## config.mk

```make
export PLATFORM = sky130hd
export DESIGN_NAME = store_loader
export DESIGN_NICKNAME = d
export VERILOG_FILES = /design/src/rtl/store_loader.sv
export SDC_FILE = /design/constraint.sdc
export NUM_CORES = 1
export LEC_CHECK = 0
export BUFFER_PORTS_ARGS = -buffer_cell sky130_fd_sc_hd__buf_2
export CAP_MARGIN = 10
export CORE_MARGIN = 1
export CORE_UTILIZATION = 37
export CTS_BUF_LIST = sky130_fd_sc_hd__clkbuf_8
export DETAILED_ROUTE_END_ITERATION = 12
export PLACE_DENSITY = 0.81
export SETUP_SLACK_MARGIN = 0.05
export SYNTH_ARGS = -nofsm -noshare
export SYNTH_HDL_FRONTEND = slang
export SYNTH_SLANG_ARGS = --single-unit
```

## constraint.sdc

```tcl
create_clock -name clk -period 1.8 [get_ports clk]
set_input_delay 0.09 -clock clk [delete_from_list [all_inputs] [get_ports clk]]
set_output_delay 0.09 -clock clk [all_outputs]
set_load 0.005 [all_outputs]
```

## src/rtl/store_loader.sv

```systemverilog
// Boot loader: copies a combinational program image into the CPU store while the CPU is held,
// then re-reads every word to verify it and optionally restarts the CPU.
module store_loader #(
  parameter int unsigned WORDS      = 32,
  parameter bit          AUTO_START = 1'b1
) (
  input  logic        clk,
  input  logic        rst_n,
  input  logic        load_req,
  input  logic        cpu_halted,
  output logic        cpu_stop,
  output logic        cpu_run,
  output logic [4:0]  rom_addr,
  input  logic [31:0] rom_data,
  input  logic        cpu_we,
  input  logic [4:0]  cpu_addr,
  input  logic [31:0] cpu_wdata,
  output logic        store_we,
  output logic [4:0]  store_addr,
  output logic [31:0] store_wdata,
  input  logic [31:0] store_rdata,
  output logic        busy,
  output logic        done,
  output logic        error
);

  typedef enum logic [2:0] {
    StIdle,
    StHalt,
    StCopy,
    StVrd,
    StVcmp,
    StFin
  } state_e;

  localparam logic [4:0] Last = 5'(WORDS - 1);

  state_e     state_q;
  logic [4:0] idx_q;
  logic       mismatch;

  assign mismatch = (store_rdata != rom_data);

  // Status outputs are registered so they change only on clock edges.
  always_ff @(posedge clk or negedge rst_n) begin
    if (!rst_n) begin
      state_q  <= StIdle;
      idx_q    <= 5'd0;
      error    <= 1'b0;
      done     <= 1'b0;
      cpu_run  <= 1'b0;
      busy     <= 1'b0;
      cpu_stop <= 1'b0;
    end else begin
      done    <= 1'b0;
      cpu_run <= 1'b0;
      unique case (state_q)
        StIdle: begin
          if (load_req) begin
            state_q  <= StHalt;
            idx_q    <= 5'd0;
            error    <= 1'b0;
            busy     <= 1'b1;
            cpu_stop <= 1'b1;
          end
        end
        StHalt: begin
          if (cpu_halted) state_q <= StCopy;
        end
        StCopy: begin
          if (idx_q == Last) begin
            idx_q   <= 5'd0;
            state_q <= StVrd;
          end else begin
            idx_q <= idx_q + 5'd1;
          end
        end
        StVrd: begin
          state_q <= StVcmp;
        end
        StVcmp: begin
          if (mismatch) error <= 1'b1;
          if (idx_q == Last) begin
            idx_q   <= 5'd0;
            state_q <= StFin;
            done    <= 1'b1;
            // Include this cycle's compare so a bad last word still suppresses the restart.
            cpu_run <= AUTO_START && !error && !mismatch;
          end else begin
            idx_q   <= idx_q + 5'd1;
            state_q <= StVrd;
          end
        end
        StFin: begin
          state_q  <= StIdle;
          busy     <= 1'b0;
          cpu_stop <= 1'b0;
        end
        default: state_q <= StIdle;
      endcase
    end
  end

  // Store port: the CPU owns it only in IDLE; the loader drives it everywhere else.
  always_comb begin
    store_we    = 1'b0;
    store_addr  = idx_q;
    store_wdata = rom_data;
    rom_addr    = 5'd0;
    unique case (state_q)
      StIdle: begin
        store_we    = cpu_we;
        store_addr  = cpu_addr;
        store_wdata = cpu_wdata;
      end
      StCopy: begin
        store_we = 1'b1;
        rom_addr = idx_q;
      end
      StVrd, StVcmp: begin
        rom_addr = idx_q;
      end
      default: ;
    endcase
  end

endmodule

```

# ---- Word-level counts from Yosys, hierarchy flattened
# Cells that the tools add are included.
dict set report word_totals {
  register_bits 12
  in_bits 106
  out_inout_bits 48
  word_cells 52
}
dict set report classes {
  addsub 1
  eq_ne 11
  mux 21
  n_reduce_logical 13
}
# operator count
set op_table {}
lappend op_table {{32-bit 2-to-1 mux} 1}
lappend op_table {{32-bit != test} 1}
lappend op_table {{5-bit 2-to-1 mux} 4}
lappend op_table {{3-bit one-hot mux with 5 select lines} 1}
lappend op_table {{3-bit 2-to-1 mux} 4}
lappend op_table {{5-bit one-hot mux with 2 select lines} 1}
lappend op_table {{2-bit != test (second input constant)} 4}
lappend op_table {{1-bit 2-to-1 mux} 7}
lappend op_table {{3-bit by 2-bit == test with 1-bit output (second input constant)} 2}
lappend op_table {{3-bit == test (second input constant)} 2}
lappend op_table {{1-bit one-hot mux with 2 select lines} 3}
lappend op_table {{3-bit AND reduction} 2}
lappend op_table {{2-bit nonzero test} 3}
lappend op_table {{5-bit by 1-bit adder with 5-bit output (second input constant)} 1}
lappend op_table {{5-bit == test (second input constant)} 1}
lappend op_table {{2-bit AND reduction} 2}
lappend op_table {{3-bit by 1-bit == test with 1-bit output (second input constant)} 1}
lappend op_table {{3-bit zero test} 1}
lappend op_table {{3-bit OR reduction} 1}
lappend op_table {{1-bit zero test} 2}
lappend op_table {{2-bit OR reduction} 1}
lappend op_table {{1-bit logical AND} 1}

# ---- Logic depth before layout (Yosys ltp)
# Gate-level depths: netlist (run 1).
dict set report logic_depth {
  depth_word 5
  ltp_mapped 8
  depth_no_buf 8
}

# ---- Worst setup path after synthesis (run 1)
# OpenSTA, ideal clock, no wires.
dict set report synth_path {
  path_kind {reg2reg}
  from {reg idx_q[0]}
  to {reg idx_q[4]}
  arrival_ps 1541
  setup_slack_ps 141
  stages_incl_launch_ff 7
  path_buffers 0
  cell_sequence {dfrtp_1 ha_1 and3_1 ha_1 a221oi_1 a21oi_1 a21o_1}
}
dict set report synth_via {
  elab_chain_cells 3
}
# item line
set synth_rtl {}
lappend synth_rtl {{from (decl)} 39} ;# logic [4:0] idx_q;
lappend synth_rtl {{from (signal assigned)} 75} ;# idx_q <= idx_q + 5'd1;
lappend synth_rtl {{from (signal assigned)} 90} ;# idx_q <= idx_q + 5'd1;
lappend synth_rtl {{5-bit by 1-bit adder with 5-bit output / 5-bit == test (equally long branches)} -}
lappend synth_rtl {{5-bit 2-to-1 mux (*)} {71, 83}}
lappend synth_rtl {{5-bit one-hot mux with 2 select lines (*)} 57} ;# unique case (state_q)
# Every way passes the cells marked *; elsewhere a longest branch is shown, timed or not.
# A chain may end at the register's enable or synchronous reset.

# ---- Final worst setup path (run 1)
dict set report layout_path {
  from {reg state_q[1]}
  to {out store_wdata[9]}
}
dict set report layout_via {
  elab_chain_cells 2
}
# item line
set layout_rtl {}
lappend layout_rtl {{from (decl)} 38} ;# state_e state_q;
lappend layout_rtl {{from (signal assigned)} 47} ;# state_q <= StIdle;
lappend layout_rtl {{from (signal assigned)} 60} ;# state_q <= StHalt;
lappend layout_rtl {{from (signal assigned)} 68} ;# if (cpu_halted) state_q <= StCopy;
lappend layout_rtl {{3-bit zero test} 110} ;# unique case (state_q)
lappend layout_rtl {{32-bit 2-to-1 mux} 110}
lappend layout_rtl {{to (decl)} 20} ;# output logic [31:0] store_wdata,
# Every way passes these cells.

==> metrics.md, run 1 <==
| Metric | Value |
|---|---|
| Met1 Wirelength | `2170 microns` |
| Fin. max-slew vios | `0` |
| Storage cell area | `300 sq um` |
| Clock sink count | `12` |
| Initial antenna violation count | `0` |
| Fmax | `just under 600 MHz` |
| Crit path arrival time | `1.64 ns` |
| TritonCTS clock tree | `done` |
| Psw | `206 uW` |
| CP cell instances | `nor3_4, buf_4, buf_12, mux2_2, buf_2` |
| Skew-Pair Late Insertion Delay | `about 0.23 ns` |
| Max Cap Viol | `0` |
| Boundary pin count | `approximately 150` |
| Die Y | `65.8 microns` |
| Post-synthesis register bit count | `12` |
| Levels on crit path | `5` |
| Highest Signal Layer | `met4` |
| CTS max path bufs | `2` |
| Worst path required time | `1.71 ns` |
| DRC violations left | `0` |
| Worst reg2reg setup slack | `0.13 ns` |
| Reg-to-reg startpoint | `idx_q[0]$_DFFE_PN0P_` |
| DP Area | `0.00231 sq mm` |
| Leak Pwr | `0.00116 uW` |
| Std cell rows | `22` |
| Grt ovf | `0` |
| Avg WL per Cell | `15.1 microns` |
| Hold Vio Cnt, Final | `0` |
| Setup violators final | `0` |
| Clock power frac | `29.6%` |
| Layout area overhead | `61.2%` |
| Layout cells sized above 1 | `66.8%` |
| Register area share after synthesis | `19.9%` |
| Detailed Routing Iterations Pass 1 | `4` |
| FF-to-FF path depth | `6` |
| Final Cycle Share | `96.1%` |
| Final GP Congestion | `0.787` |
| Slowest stage delay, CP | `0.41 ns` |
| Total CTS buffers | `3` |
| First-pass GRT wire length | `8090 microns` |
| Via count | `approximately 1800` |
| Worst-Margin Slew | `0.370 ns` |
| Worst Hold Class | `primary input to flop` |
| Worst Setup End Kind | `output pin` |
| Int Pwr | `599 uW` |
| Finished layout cell area | `0.00243 sq mm` |
| Post-DP HPWL | `4450 microns` |
| Pin count of the biggest net entering global routing | `39` |
| Core area | `about 0.0038 sq mm` |
| Max VDD drop | `0.181 mV` |
| Reg2reg end | `idx_q[4]$_DFFE_PN0P_` |
| Worst Path Max Fanout | `19` |
| Setup TNS | `0 ns` |
| WS Path Type | `flop to output pin` |
| Area of the multi-input gates | `0.00113 sq mm` |
| Final #Nets | `426` |
| CTS H-tree depth | `1` |
| Syn avg cell area | `approximately 9.5 sq um` |
| Drt total wl | `about 5500 microns` |
| Rel. slew slack | `75.1%` |
| Initial core utilization | `39.9%` |
| Routed Antenna Nets | `0` |
| Number of diodes | `0` |
| Minimum clock period | `1.73 ns` |
| Netlist Area Pre-Place | `0.00151 sq mm` |
| Worst path buffer plus inverter count | `3` |
| Combinational Power Share | `36.8%` |
| Die W | `65.8 microns` |
| Status | `completed` |
| GRT Resource Usage Total | `24.3%` |
| CP Launch Type | `flop` |
| Mapped Nets | `266` |
| Final Skew | `0.000374 ns` |
| PortBufs | `153` |
| RSZ-0062 raised after global routing | `yes` |
| Yosys cell types | `34` |
| Switching Share | `25.6%` |
| Clock root cell | `clkbuf_8` |
| Vias in the first global route | `1732` |
| Power Dens Cells | `332 mW/mm^2` |
| Routed wl met3 | `442 microns` |
| Setup crit start | `state_q[1]$_DFFE_PN0P_` |
| DIE AREA | `0.00433 sq mm` |
| Clk slew on worst S/H paths | `0.05 ns` |
| Initial DRC count | `201` |
| Fill count | `320` |
| Synth warn | `0` |
| Critical Path Sink | `store_wdata[9]` |
| Crit path max-delay family | `buffers and inverters` |
| Sequential power share | `33.6%` |
| Cells after Synth | `158` |
| Met2 routed WL | `2760 microns` |
| Slowest-stage cell, CP | `dfrtp_1` |
| DR vias/cell | `5.03` |
## final cells by class
| class | instances | area share [%] |
|---|---|---|
| Clock buffer | 3 | 1.70 |
| Timing Repair Buffer | 164 | 36.6 |
| Sequential cell | 12 | 12.4 |
| Tap cell | 48 | 2.47 |
| Multi-Input combinational cell | 134 | 46.4 |
| Inverter | 3 | 0.464 |
## registers in the layout, summed over array words and instances, names as in the netlist
register,count
idx_q,5
error,1
cpu_run,1
busy,1
state_q,3
done,1
## worst min-delay path, delay by kind of cell
family | cells | cell delay, ns
AOI/OAI and AO/OA | 2 | 0.13
buffers and inverters | 1 | 0.13
## kinds of logic after synthesis
family                     synth area share [%]
AOI/OAI and AO/OA                          10.4
xor gates and xnor gates                   18.6
adders and majority gates                  1.66
buffers and inverters                      6.06
DFF                                        19.9
muxes                                      28.3
and+or+nand+nor                            15.0
## through the flow
| stage | worst slack, ns | power [uW] | utilization [%] | hold slack [ns] | instances |
|---|---|---|---|---|---|
| finish | 0.0696 | 805 | 64.4 | 0.165 | 364 |
| floorplan | 0.141 | 385 | - | -0.206 | 158 |
| global placement | 0.177 | 565 | 61.2 | -0.0181 | 356 |
| CTS | 0.0528 | 815 | 62.7 | 0.157 | 360 |
| global route | 0.0132 | 852 | 64.4 | 0.172 | 364 |
| detailed placement | 0.0720 | 569 | 61.2 | -0.0126 | 356 |
## timing repair
item	CTS	global route
setup buffers	0	2
resized for setup	1	3
pin swaps	0	1
hold buffers	1	0
endpoints found under the hold margin	12	0
gates cloned	0	2
endpoints found under the setup margin	2	38
## per-layer routing
metal	vias to the layer above	global-route usage (%)
li1	892	-
met1	843	28.3
met2	87	42.6
met3	10	5.69
met4	0	9.24
met5	-	0
## synth_stat cells, drive strengths merged
master,instances,area share [%]
nor2,4,1.2
nor3,4,2.1
mux2i,1,0.66
buf,8,5.1
a221oi,2,1.2
a22oi,3,1.5
o22ai,2,0.83
clkbuf,1,0.25
mux2,37,28
nor2b,8,3.5
nand3,2,0.66
nor4,2,0.83
a211oi,1,0.83
o31ai,1,0.50
o21ai,6,2.2
a21oi,5,1.7
a21o,2,1.0
dfrtp,12,20
inv,3,0.75
nand4,8,3.3
and3,2,0.83
nand2b,1,0.42
and2b,1,0.50
nand2,7,1.7
ha,2,1.7
xnor2,32,19
a32o,1,0.66
## power groups by stage
stage / Sequential [uW] / Combinational (uW) / Clock, uW
after CTS: 270 / 298 / 247
after global placement: 275 / 290 / 0
after detailed placement: 275 / 294 / 0
final: 270 / 297 / 238
after global routing: 270 / 322 / 260
after floorplan: 275 / 110 / 0
## placed cells by master, fill, tap and decap left out, drive strengths merged, types with 2 or more instances in the layout
| cell | instances |
|---|---|
| a21o | 2 |
| a21oi | 5 |
| a221oi | 2 |
| a22oi | 3 |
| and3 | 2 |
| buf | 162 |
| clkbuf | 4 |
| dfrtp | 12 |
| ha | 2 |
| inv | 3 |
| mux2 | 37 |
| nand2 | 7 |
| nand3 | 2 |
| nand4 | 8 |
| nor2 | 4 |
| nor2b | 8 |
| nor3 | 4 |
| nor4 | 2 |
| o21ai | 6 |
| o22ai | 2 |
| xnor2 | 32 |
## how the worst min path moves through the flow
stage,start,cells after the start,end
after floorplan,rst_n,0,busy$_DFFE_PN0P_
after global placement,rst_n,1,state_q[0]$_DFFE_PN0P_
after detailed placement,rst_n,1,state_q[1]$_DFFE_PN0P_
after CTS,load_req,3,state_q[0]$_DFFE_PN0P_
after global routing,load_req,3,state_q[0]$_DFFE_PN0P_
final,load_req,3,state_q[0]$_DFFE_PN0P_
(Power assumes the default switching activity.)
==> run 2: changes to the inputs <==
--- a/constraint.sdc
+++ b/constraint.sdc
@@ -3,2 +3,2 @@
 set_output_delay 0.09 -clock clk [all_outputs]
-set_load 0.005 [all_outputs]
+set_load 0.05 [all_outputs]
==> run 2 against run 1 <==
Effect of this change:
- the flow now finishes with violations (setup timing)
- power increased by 39%
- maximum frequency decreased by 4.2%
- sequential cell count unchanged
- sequential power about the same
- via count increased by 12%
- worst setup slack got worse by 0.075 ns
- global-route usage increased by 1.4 points
- non-clock buffer count increased by 7
- hold slack got worse by 0.0091 ns
- sequential share of layout area decreased by 2.6 points
- wire length increased by 36%
- critical path type unchanged
- largest power group unchanged
==> metrics.md, run 2 (synthesis gave the netlist of run 1 again) <==
| Metric | Value |
|---|---|
| Status | `finished with violations` |
| Failing checks | `setup timing` |
| Slowest-stage cell, CP | `dfrtp_1` |
| Top Registers | `idx_q x5, state_q x3` |
| Storage cell area | `300 sq um` |
| Via count | `2056` |
| Total CTS buffers | `3` |
| Vias in the first global route | `1917` |
| WS Path Type | `flop to output pin` |
| Max Cap Viol | `0` |
| Crit path max-delay family | `buffers and inverters` |
| Worst Setup End Kind | `output pin` |
| Std cell rows | `22` |
| FF-to-FF path depth | `8` |
| First-pass GRT wire length | `8430 microns` |
| Hold Vio Cnt, Final | `0` |
| Most frequent cells in the layout | `buf_2, xnor2_1, mux2_4, buf_8, dfrtp_1` |
| Routed Antenna Nets | `0` |
| PortBufs | `153` |
| Psw | `about 390 uW` |
| Power, Total | `1120 uW` |
| Clock power frac | `between 20% and 30%` |
| Pin count of the biggest net entering global routing | `20` |
| CTS max path bufs | `2` |
| Skew-Pair Late Insertion Delay | `0.24 ns` |
| Boundary pin count | `154` |
| Initial antenna violation count | `0` |
| Non-Filler Instances | `372` |
| Die W | `65.8 microns` |
| Reg-to-reg startpoint | `idx_q[0]$_DFFE_PN0P_` |
| Worst path required time | `1.71 ns` |
| Grt ovf | `0` |
| Worst path buffer plus inverter count | `3` |
| CTS H-tree depth | `1` |
| Rel. slew slack | `roughly three quarters` |
| Slowest stage delay, CP | `0.41 ns` |
| Avg WL per Cell | `20.1 microns` |
| Max VDD drop | `0.211 mV` |
| Final Util | `roughly 81%` |
| Most common cell after layout, fill and taps aside | `buf_2` |
| Cells after DPL | `357` |
| Switching Share | `34.4%` |
| GRT Resource Usage Total | `between 20% and 30%` |
| Hold depth | `3` |
| DRC violations left | `0` |
| Int Pwr | `735 uW` |
| RSZ-0062 raised after global routing | `yes` |
| Clk slew on worst S/H paths | `0.05 ns` |
| Initial DRC count | `123` |
| Worst Path Max Fanout | `5` |
| Final Cycle Share | `100%` |
| Area of the multi-input gates | `0.00126 sq mm` |
| Reg2reg end | `idx_q[3]$_DFFE_PN0P_` |
| Fin worst setup slack | `-0.00548 ns` |
| Endpoint, Worst Hold | `state_q[1]$_DFFE_PN0P_` |
| Worst-Margin Slew | `0.343 ns` |
| Die Y | `between 60 and 70 microns` |
| Clock sink count | `12` |
| Initial core utilization | `39.9%` |
| Pre-CTS setup slack | `~0.13 ns` |
| Leak Pwr | `0.00146 uW` |
| Fin. max-slew vios | `0` |
| Detailed Routing Iterations Pass 1 | `4` |
| Final Skew | `between 0.001 and 0.0015 ns` |
| Worst hold start | `cpu_halted` |
| Most flops, register | `idx_q` |
| Final GP Congestion | `about 0.84` |
| Minimum clock period | `between 1.5 and 2 ns` |
| Number of diodes | `0` |
| Combinational Power Share | `49.4%` |
| Post-DP HPWL | `approximately 4300 microns` |
| Final #Nets | `approximately 430` |
| TritonCTS clock tree | `done` |
| Worst Hold Class | `primary input to flop` |
| Core area | `0.00377 sq mm` |
| DR vias/cell | `5.53` |
| Fmax | `554 MHz` |
| DIE AREA | `~0.0043 sq mm` |
| Clock root cell | `clkbuf_8` |
| Max reg flops | `5` |
| Drt total wl | `7480 microns` |
| CP Launch Type | `flop` |
| Setup violators final | `1` |
| Worst reg2reg setup slack | `0.17 ns` |
| Crit path arrival time | `1.72 ns` |
| Fill count | `197` |
| Power Dens Cells | `approximately 370 mW/mm^2` |
| Layout cells sized above 1 | `roughly 69%` |
| Layout area overhead | `103%` |
| Sequential power share | `24.1%` |
| CP cell instances | `nor3_4, buf_6, clkbuf_16, mux2_4, buf_8` |
==> run 2: worst register-to-register path: stages (launching register included) <==
cell     delay, ns
dfrtp_1       0.38
ha_2          0.21
and3_1        0.21
ha_4          0.17
nor2_1        0.13
o21ai_2       0.11
o21ai_0       0.18
nand2_1       0.08
o31ai_1       0.07
==> run 2: final cells by class <==
class | instances | area share [%]
Timing Repair Buffer | 171 | 44.8
Multi-Input combinational cell | 134 | 41.2
Sequential cell | 12 | 9.81
Tap cell | 48 | 1.96
Clock buffer | 4 | 1.80
Inverter | 3 | 0.368
==> run 2: worst max path at each step <==
stage,start,to,slack (ns),cells past startpoint
2_1_floorplan,state_q[1]$_DFFE_PN0P_,rom_addr[0],0.09,4
3_3_place_gp,idx_q[0]$_DFFE_PN0P_,idx_q[4]$_DFFE_PN0P_,0.17,6
3_5_place_dp,idx_q[0]$_DFFE_PN0P_,idx_q[4]$_DFFE_PN0P_,0.13,6
4_1_cts,state_q[1]$_DFFE_PN0P_,store_wdata[28],0.006,5
5_1_grt,state_q[2]$_DFFE_PN0P_,store_wdata[4],-0.04,5
6_report,state_q[2]$_DFFE_PN0P_,store_wdata[13],-0.005,5
==> run 2: what timing repair did <==
item | 4_1_cts | 5_1_grt
hold endpoints to repair | 12 | 0
hold buffers | 1 | 0
buffers inserted | 3 | 0
gates cloned | 1 | 6
gates resized for setup | 39 | 106
setup endpoints to repair | 37 | 45
pin swaps | 1 | 1
==> run 2: per-stage QoR <==
stage	hold WS, ns	instance area [sq um]	TNS [ns]
2_1_floorplan	-0.206	1510	0
3_3_place_gp	-0.0186	2320	0
3_5_place_dp	-0.0160	2320	0
4_1_cts	0.159	2530	0
5_1_grt	0.181	3060	-0.717
6_report	0.156	3060	-0.00548
==> run 2: power by group through the flow <==
stage | Combinational (uW) | Clock [uW] | Sequential [uW]
2_1_floorplan | 243 | 0 | 275
3_3_place_gp | 416 | 0 | 275
3_5_place_dp | 427 | 0 | 275
4_1_cts | 455 | 293 | 270
5_1_grt | 574 | 308 | 270
6_report | 554 | 298 | 270
==> run 2: per-layer routing <==
metal	wire length [microns]	track usage (%)	vias to the layer above
met2	4050	50.1	135
li1	-	-	904
met5	0	0	-
met1	2520	26.4	977
met4	385	11.7	0
met3	521	3.79	40
